`config.mk`:
```
export PLATFORM = sky130hd
export DESIGN_NAME = sonar_echo_timer
export DESIGN_NICKNAME = d
export VERILOG_FILES = /design/src/rtl/sonar_echo_timer.sv
export SDC_FILE = /design/constraint.sdc
export NUM_CORES = 1
export LEC_CHECK = 0
export CORE_UTILIZATION = 55
export CTS_CLUSTER_DIAMETER = 200
export DETAILED_ROUTE_END_ITERATION = 16
export PLACE_DENSITY = 0.76
export SYNTH_ARGS = -nofsm -noshare
export SYNTH_HDL_FRONTEND = slang
export SYNTH_SLANG_ARGS = --single-unit
```
`constraint.sdc`:
```
create_clock -name clk -period 2.3 [get_ports clk]
set_clock_uncertainty 0.1 [all_clocks]
set_input_delay 0.575 -clock clk [delete_from_list [all_inputs] [get_ports clk]]
set_output_delay 0.575 -clock clk [all_outputs]
set_load 0.02 [all_outputs]
```
`src/rtl/sonar_echo_timer.sv`:
```
// ============================================================================
// Module  : sonar_echo_timer
// Purpose : Periodic ultrasonic ranging: trigger pulse, echo width timing, timeout.
// Revision: 1.0  initial release
// ============================================================================
`default_nettype none

module sonar_echo_timer #(
    parameter int unsigned TRIG_CYCLES    = 120,
    parameter int unsigned TIMEOUT_CYCLES = 456000,
    parameter int unsigned PERIOD_CYCLES  = 720000
) (
    input  logic        clk,
    input  logic        rst,
    input  logic        en,
    input  logic        echo_in,
    output logic        trig_out,
    output logic [31:0] duration,
    output logic        valid,
    output logic        timeout,
    output logic        busy
);

    localparam logic [2:0] S_IDLE      = 3'd0;
    localparam logic [2:0] S_TRIG      = 3'd1;
    localparam logic [2:0] S_WAIT_RISE = 3'd2;
    localparam logic [2:0] S_MEASURE   = 3'd3;
    localparam logic [2:0] S_HOLDOFF   = 3'd4;

    localparam logic [31:0] c_TRIG_LAST   = 32'(TRIG_CYCLES - 1);
    localparam logic [31:0] c_TMO_LAST    = 32'(TIMEOUT_CYCLES - 1);
    localparam logic [31:0] c_PERIOD_LAST = 32'(PERIOD_CYCLES - 1);
    localparam logic [31:0] c_WIDTH_MAX   = 32'hFFFF_FFFE;
    localparam logic [31:0] c_NO_TARGET   = 32'hFFFF_FFFF;

    logic [2:0]  r_state;
    logic        r_sync1;
    logic        r_echo_s;
    logic        r_echo_d;
    logic [31:0] r_trig_cnt;
    logic [31:0] r_period_cnt;
    logic [31:0] r_tmo_cnt;
    logic [31:0] r_width;
    logic [31:0] r_duration;
    logic        r_valid;
    logic        r_timeout;

    logic        w_rise;
    logic        w_tmo_hit;

    // An echo already high when WAIT_RISE is entered has r_echo_d=1, so it never
    // qualifies as a rising edge.
    assign w_rise    = r_echo_s & ~r_echo_d;
    assign w_tmo_hit = (r_tmo_cnt == c_TMO_LAST);

    always_ff @(posedge clk or negedge rst) begin
        if (!rst) begin
            r_state      <= S_IDLE;
            r_sync1      <= 1'b0;
            r_echo_s     <= 1'b0;
            r_echo_d     <= 1'b0;
            r_trig_cnt   <= 32'd0;
            r_period_cnt <= 32'd0;
            r_tmo_cnt    <= 32'd0;
            r_width      <= 32'd0;
            r_duration   <= c_NO_TARGET;
            r_valid      <= 1'b0;
            r_timeout    <= 1'b0;
        end else begin
            r_sync1  <= echo_in;
            r_echo_s <= r_sync1;
            r_echo_d <= r_echo_s;
            r_valid   <= 1'b0;
            r_timeout <= 1'b0;

            case (r_state)
                S_IDLE: begin
                    if (en) begin
                        r_state      <= S_TRIG;
                        r_trig_cnt   <= 32'd0;
                        r_period_cnt <= 32'd0;
                    end
                end

                S_TRIG: begin
                    r_period_cnt <= r_period_cnt + 32'd1;
                    if (r_trig_cnt == c_TRIG_LAST) begin
                        r_state   <= S_WAIT_RISE;
                        r_tmo_cnt <= 32'd0;
                    end else begin
                        r_trig_cnt <= r_trig_cnt + 32'd1;
                    end
                end

                S_WAIT_RISE: begin
                    r_period_cnt <= r_period_cnt + 32'd1;
                    r_tmo_cnt    <= r_tmo_cnt + 32'd1;
                    if (w_tmo_hit) begin
                        r_state    <= S_HOLDOFF;
                        r_duration <= c_NO_TARGET;
                        r_valid    <= 1'b1;
                        r_timeout  <= 1'b1;
                    end else if (w_rise) begin
                        r_state <= S_MEASURE;
                        r_width <= 32'd1;
                    end
                end

                S_MEASURE: begin
                    r_period_cnt <= r_period_cnt + 32'd1;
                    r_tmo_cnt    <= r_tmo_cnt + 32'd1;
                    // Echo fall wins over a coincident timeout.
                    if (!r_echo_s) begin
                        r_state    <= S_HOLDOFF;
                        r_duration <= r_width;
                        r_valid    <= 1'b1;
                    end else if (w_tmo_hit) begin
                        r_state    <= S_HOLDOFF;
                        r_duration <= c_NO_TARGET;
                        r_valid    <= 1'b1;
                        r_timeout  <= 1'b1;
                    end else if (r_width != c_WIDTH_MAX) begin
                        r_width <= r_width + 32'd1;
                    end
                end

                S_HOLDOFF: begin
                    if (r_period_cnt == c_PERIOD_LAST) begin
                        if (en) begin
                            r_state      <= S_TRIG;
                            r_trig_cnt   <= 32'd0;
                            r_period_cnt <= 32'd0;
                        end else begin
                            r_state <= S_IDLE;
                        end
                    end else begin
                        r_period_cnt <= r_period_cnt + 32'd1;
                    end
                end

                default: r_state <= S_IDLE;
            endcase
        end
    end

    assign trig_out = (r_state == S_TRIG);
    assign busy     = (r_state != S_IDLE);
    assign duration = r_duration;
    assign valid    = r_valid;
    assign timeout  = r_timeout;

endmodule

`default_nettype wire

```
* Yosys cells after proc, flatten, opt, wreduce, memory -nomap -nowiden
Cells that the tools add are included.
** Operators by class
- Add/subtract/negate cells :: 4
- Equality and inequality tests :: 19
- Multiplexer cells :: 32
- Bitwise gates (word level) :: 2
- Reductions and logical operators :: 12
** Operators with widths (number)
- $mux W32 :: 13
- $pmux W32 S2 :: 3
- $pmux W32 S3 :: 2
- $add A32 B1 Y32 const B :: 4
- $eq A32 B19 Y1 const B :: 1
- $eq A32 B20 Y1 const B :: 1
- $eq A32 B7 Y1 const B :: 1
- $ne A32 B32 Y1 const B :: 1
- $mux W3 :: 7
- $ne A2 B2 Y1 const B :: 8
- $pmux W3 S5 :: 1
- $reduce_bool A3 Y1 :: 3
- $eq A3 B2 Y1 const B :: 2
- $ne A3 B3 Y1 const B :: 2
- $reduce_and A6 Y1 :: 1
- $reduce_and A5 Y1 :: 1
- $mux W1 :: 4
- $pmux W1 S2 :: 2
- $reduce_bool A2 Y1 :: 2
- $eq A3 B1 Y1 const B :: 1
- $eq A3 B3 Y1 const B :: 1
- $logic_not A3 Y1 :: 1
- $reduce_and A3 Y1 :: 1
- $reduce_or A3 Y1 :: 1
- 5 further kinds :: 5
** Storage, ports and cells
- Bits in registers :: 168
- Bits of input ports :: 4
- Logic and storage cells :: 80

* Depth between registers and ports, before layout
- Word-level depth :: 5
- Depth in mapped cells :: 10
- Mapped depth without buffers :: 8

* Worst setup path after synthesis
OpenSTA, ideal clock, no wires.
- Path kind :: register to register
- From :: register r_tmo_cnt[11]
- To :: register r_width[0]
- Arrival :: 2.162 ns
- Data required time :: 2.075 ns
- Path slack :: -0.086 ns
- Stages on the path, launching flop included :: 9
- Path buffers :: 2
- Period minus slack after synthesis :: 2.386 ns
- Cells stage by stage :: dfrtp_1 > or4b_2 > nor4_4 > a221oi_2 > nand2b_2 > buf_6 > buf_6 > nor2_1 > mux2_2
** On the way
- Longest elaborated chain between the ends :: 3
** RTL lines
- from (decl) :: RTL line 42 : logic [31:0] r_tmo_cnt;
- from (signal assigned) :: RTL line 97 : r_tmo_cnt <= r_tmo_cnt + 32'd1;
- from (signal assigned) :: RTL line 111 : r_tmo_cnt <= r_tmo_cnt + 32'd1;
- $eq A32 B19 Y1 (*) :: RTL line 54 : assign w_tmo_hit = (r_tmo_cnt == c_TMO_LAST);
- $ne A2 B2 Y1 (no line)
- $reduce_and A6 Y1 (no line) (*)
- to (signal assigned) :: RTL line 123 : r_width <= r_width + 32'd1;
- to (decl) :: RTL line 43 : logic [31:0] r_width;
Every way passes the cells marked *; elsewhere a longest branch is shown, timed or not.
A chain may end at the register's enable or synchronous reset.

* Worst setup path after layout
- From :: register r_trig_cnt[9]
- To :: register r_tmo_cnt[19]
** On the way
- Longest elaborated chain between the ends :: 3
** RTL lines
- from (decl) :: RTL line 40 : logic [31:0] r_trig_cnt;
- from (signal assigned) :: RTL line 91 : r_trig_cnt <= r_trig_cnt + 32'd1;
- $eq A32 B7 Y1 :: RTL line 87 : if (r_trig_cnt == c_TRIG_LAST) begin
- $ne A2 B1 Y1 (no line)
- $reduce_and A2 Y1 (no line)
No other way between the ends.

==> metrics.txt <==
outcome=finished with violations; failing checks=negative setup slack; final wirelength=25,500 um; clock latency on the worst-skew pair=440 ps; DR DRC count=0; RSZ-0062 raised after global routing=yes; Async SR Flop Fraction=1.00; R2R Setup Slk=-160 ps; Critical Setup Path Class=reg2reg; Slew HR=0.654; Mapped Avg Cell Area=9.68 um^2; die width=127 um; die boundary height=127 um; Clock Sinks=168; startpoint type of the worst setup path=flip-flop; Port Buffers=39; vias in the first global route=7,534; reg2reg start=r_trig_cnt[9]; clock buffer depth=2; Synth Net Count=899; first-pass GRT wire length=36,500 um; synth unique cells=62; synthesized flop and latch total=168; final hold viol count=0; number of buffers created by CTS=17; CP max FO=6; die area=0.0162 mm^2; Worst VDD drop=0.530 mV; CP Capture Type=flip-flop; max cap viols=0; Critical R2R Capture=r_tmo_cnt[19]; clk slew on worst S/H paths=60 ps; DR vias=8,353; Register Area=0.00425 mm^2; DRT iter0 DRCs=758; Setup crit end=r_tmo_cnt[19]; largest net degree at the start of global routing=56; Setup crit start=r_trig_cnt[9]; global-route met3 utilization=0.0578; CP bufs+invs=1; cell count after synthesis=890; io pins=40; dpl hpwl=14,700 um; GRT met1 Usage=0.380; Core ar.=0.0153 mm^2; slowest cell on the critical path=nor4_1; layout cell share with drive strength beyond 1=0.312; worst hold path type=reg2reg; clock period minus worst slack=2460 ps; n_diodes=0; multiplexer share of the synthesized area=0.00959; Initial Util=0.564; critical-path cell list=nor4_1, nand3_2, nor4_4, o211ai_1, buf_4, or4_1, a21oi_1; H-tree levels=4; Hold WS=306 ps; DR WL/cell=19.6 um; Final WS setup=-164 ps; fin nets=1,087; vias per inst=6.42; Final ANT Viol Nets=0; Syn. warnings=0; Worst Reg2Reg Path Length in Cells=7; EDFF count, synth=0; # rows=45; synthesis-to-finish area growth=36.9%; GPL Wtd Cong=0.850; TritonCTS clock tree=built; Synth Area in XOR/XNOR=0.0468; Final Cycle Share=1.07; largest family of logic cells by synthesized area=simple AND/OR/NAND/NOR gates; met2 Resource Use GR=0.468; WP data arrival=2720 ps; register area share after synthesis=0.493; Filler cells=923; initial antenna violation count=0; multi-input logic area=0.00465 mm^2; # setup viols final=45; Pwr Density=505 mW/mm^2; CP peak stage delay=440 ps; ys flop type=dfrtp_1; cell family with most CP delay=simple AND/OR/NAND/NOR gates; CP Depth=7; final core utilization=0.773; max-slew violation count=0; DR pass1 iterations=6; Synth Area in Simple Gates=0.244; total track usage=0.285; measured slew at the worst slew-check pin=514 ps; WP data required=2560 ps; Leak=4.92 nW; GRT Residual Overflow=0; Synth Area in Adders=0.00726; Mapped Area=0.00861 mm^2; Peak Freq=406 MHz; Synth Area in Compound Gates=0.169; CTS root buf=clkbuf_16; GR peak layer=met2
-- synthesized netlist by cell type (all sizes together), types with 3 or more instances --
cell     number  area [um^2]
dfrtp       136         3400
nor2         70          263
nand2        63          236
o21ai        62          310
a21oi        57          289
nand3        51          255
nor4         35          255
dfstp        32          841
clkbuf       31          116
xnor2        30          263
o22a         29          254
or3          27          169
and3         23          144
nand4        22          144
o31ai        19          143
inv          18         67.6
and4         17          149
xor2         16          140
nor3         15         75.1
buf          13         80.1
a31oi        12         75.1
nand2b       10         65.1
nor4b         9         78.8
o211ai        9         67.6
o41ai         9         86.3
or4           8         60.1
and2          7         43.8
o2111ai       7         61.3
mux2i         6         60.1
ha            5         62.6
nor3b         5         37.5
or2           5         31.3
o311ai        4         35.0
a41oi         3         26.3
o22ai         3         18.8
or4b          3         30.0
-- sequential cells by signal, summed over array words and instances, names as in the netlist, 3 cells and up --
name	cells
duration	32
r_period_cnt	32
r_state	3
r_tmo_cnt	32
r_trig_cnt	32
r_width	32
-- placed cells by master, fill, tap and decap left out, drive strengths merged, types with 30 or more instances in the layout --
| cell type | synthesis | layout |
|---|---|---|
| o21ai | 62 | 62 |
| clkdlybuf4s50 | 0 | 35 |
| nor2 | 70 | 70 |
| nor4 | 35 | 35 |
| a21oi | 57 | 57 |
| dfstp | 32 | 32 |
| dfrtp | 136 | 136 |
| nand3 | 51 | 51 |
| buf | 13 | 168 |
| xnor2 | 30 | 30 |
| nand2 | 63 | 63 |
-- where the power goes --
group | internal [mW] | switching [mW]
Combinational | 0.0175 | 0.0677
Sequential | 2.96 | 0.00165
Clock | 1.70 | 1.22
Total | 4.68 | 1.28
-- routing by layer --
metal,up-vias,routed length [um]
met3,58,1860
met2,448,12700
met4,0,473
met5,-,0
met1,4111,10500
li1,3736,-
-- per-stage QoR --
step | setup TNS [ps] | setup slack [ps] | total power [mW] | cell area [um^2] | std cells
floorplan | 0 | 21.8 | 3.02 | 8620 | 890
finish | -1970 | -164 | 5.96 | 11800 | 1302
global route | -7490 | -202 | 6.12 | 11800 | 1302
global placement | -29.4 | -17.4 | 3.10 | 10200 | 1240
detailed placement | -747 | -92.1 | 3.10 | 10200 | 1240
CTS | -353 | -89.7 | 5.96 | 11000 | 1277
-- how the worst min path moves through the flow --
stage,startpoint,to,depth (start not counted)
5_1_grt,r_sync1,r_echo_s,0
4_1_cts,r_sync1,r_echo_s,0
6_report,r_sync1,r_echo_s,0
2_1_floorplan,rst,r_echo_d,0
3_3_place_gp,r_sync1,r_echo_s,0
3_5_place_dp,r_sync1,r_echo_s,0
-- kinds of logic after synthesis --
group | after synthesis
buf+inv | 62
simple gates | 377
mux | 8
xor+xnor | 46
fa+ha+maj | 5
flops | 168
compound gates | 224
-- area by class of cell --
type                            instances  area share
Sequential cell                       168       0.360
Inverter                               18     0.00573
Clock inverter                         10     0.00987
Multi-Input combinational cell        661       0.394
Timing Repair Buffer                  212       0.167
Tap cell                              211      0.0224
Clock buffer                           22      0.0403
-- repair_timing --
item,in CTS,in global routing
hold buffers,1,0
pin swaps,13,68
hold endpoints to repair,18,0
gates resized for setup,30,140
endpoints found under the setup margin,24,149
buffers inserted,3,17
gates cloned,1,12
No activity file was read; power rests on OpenSTA's default activity.
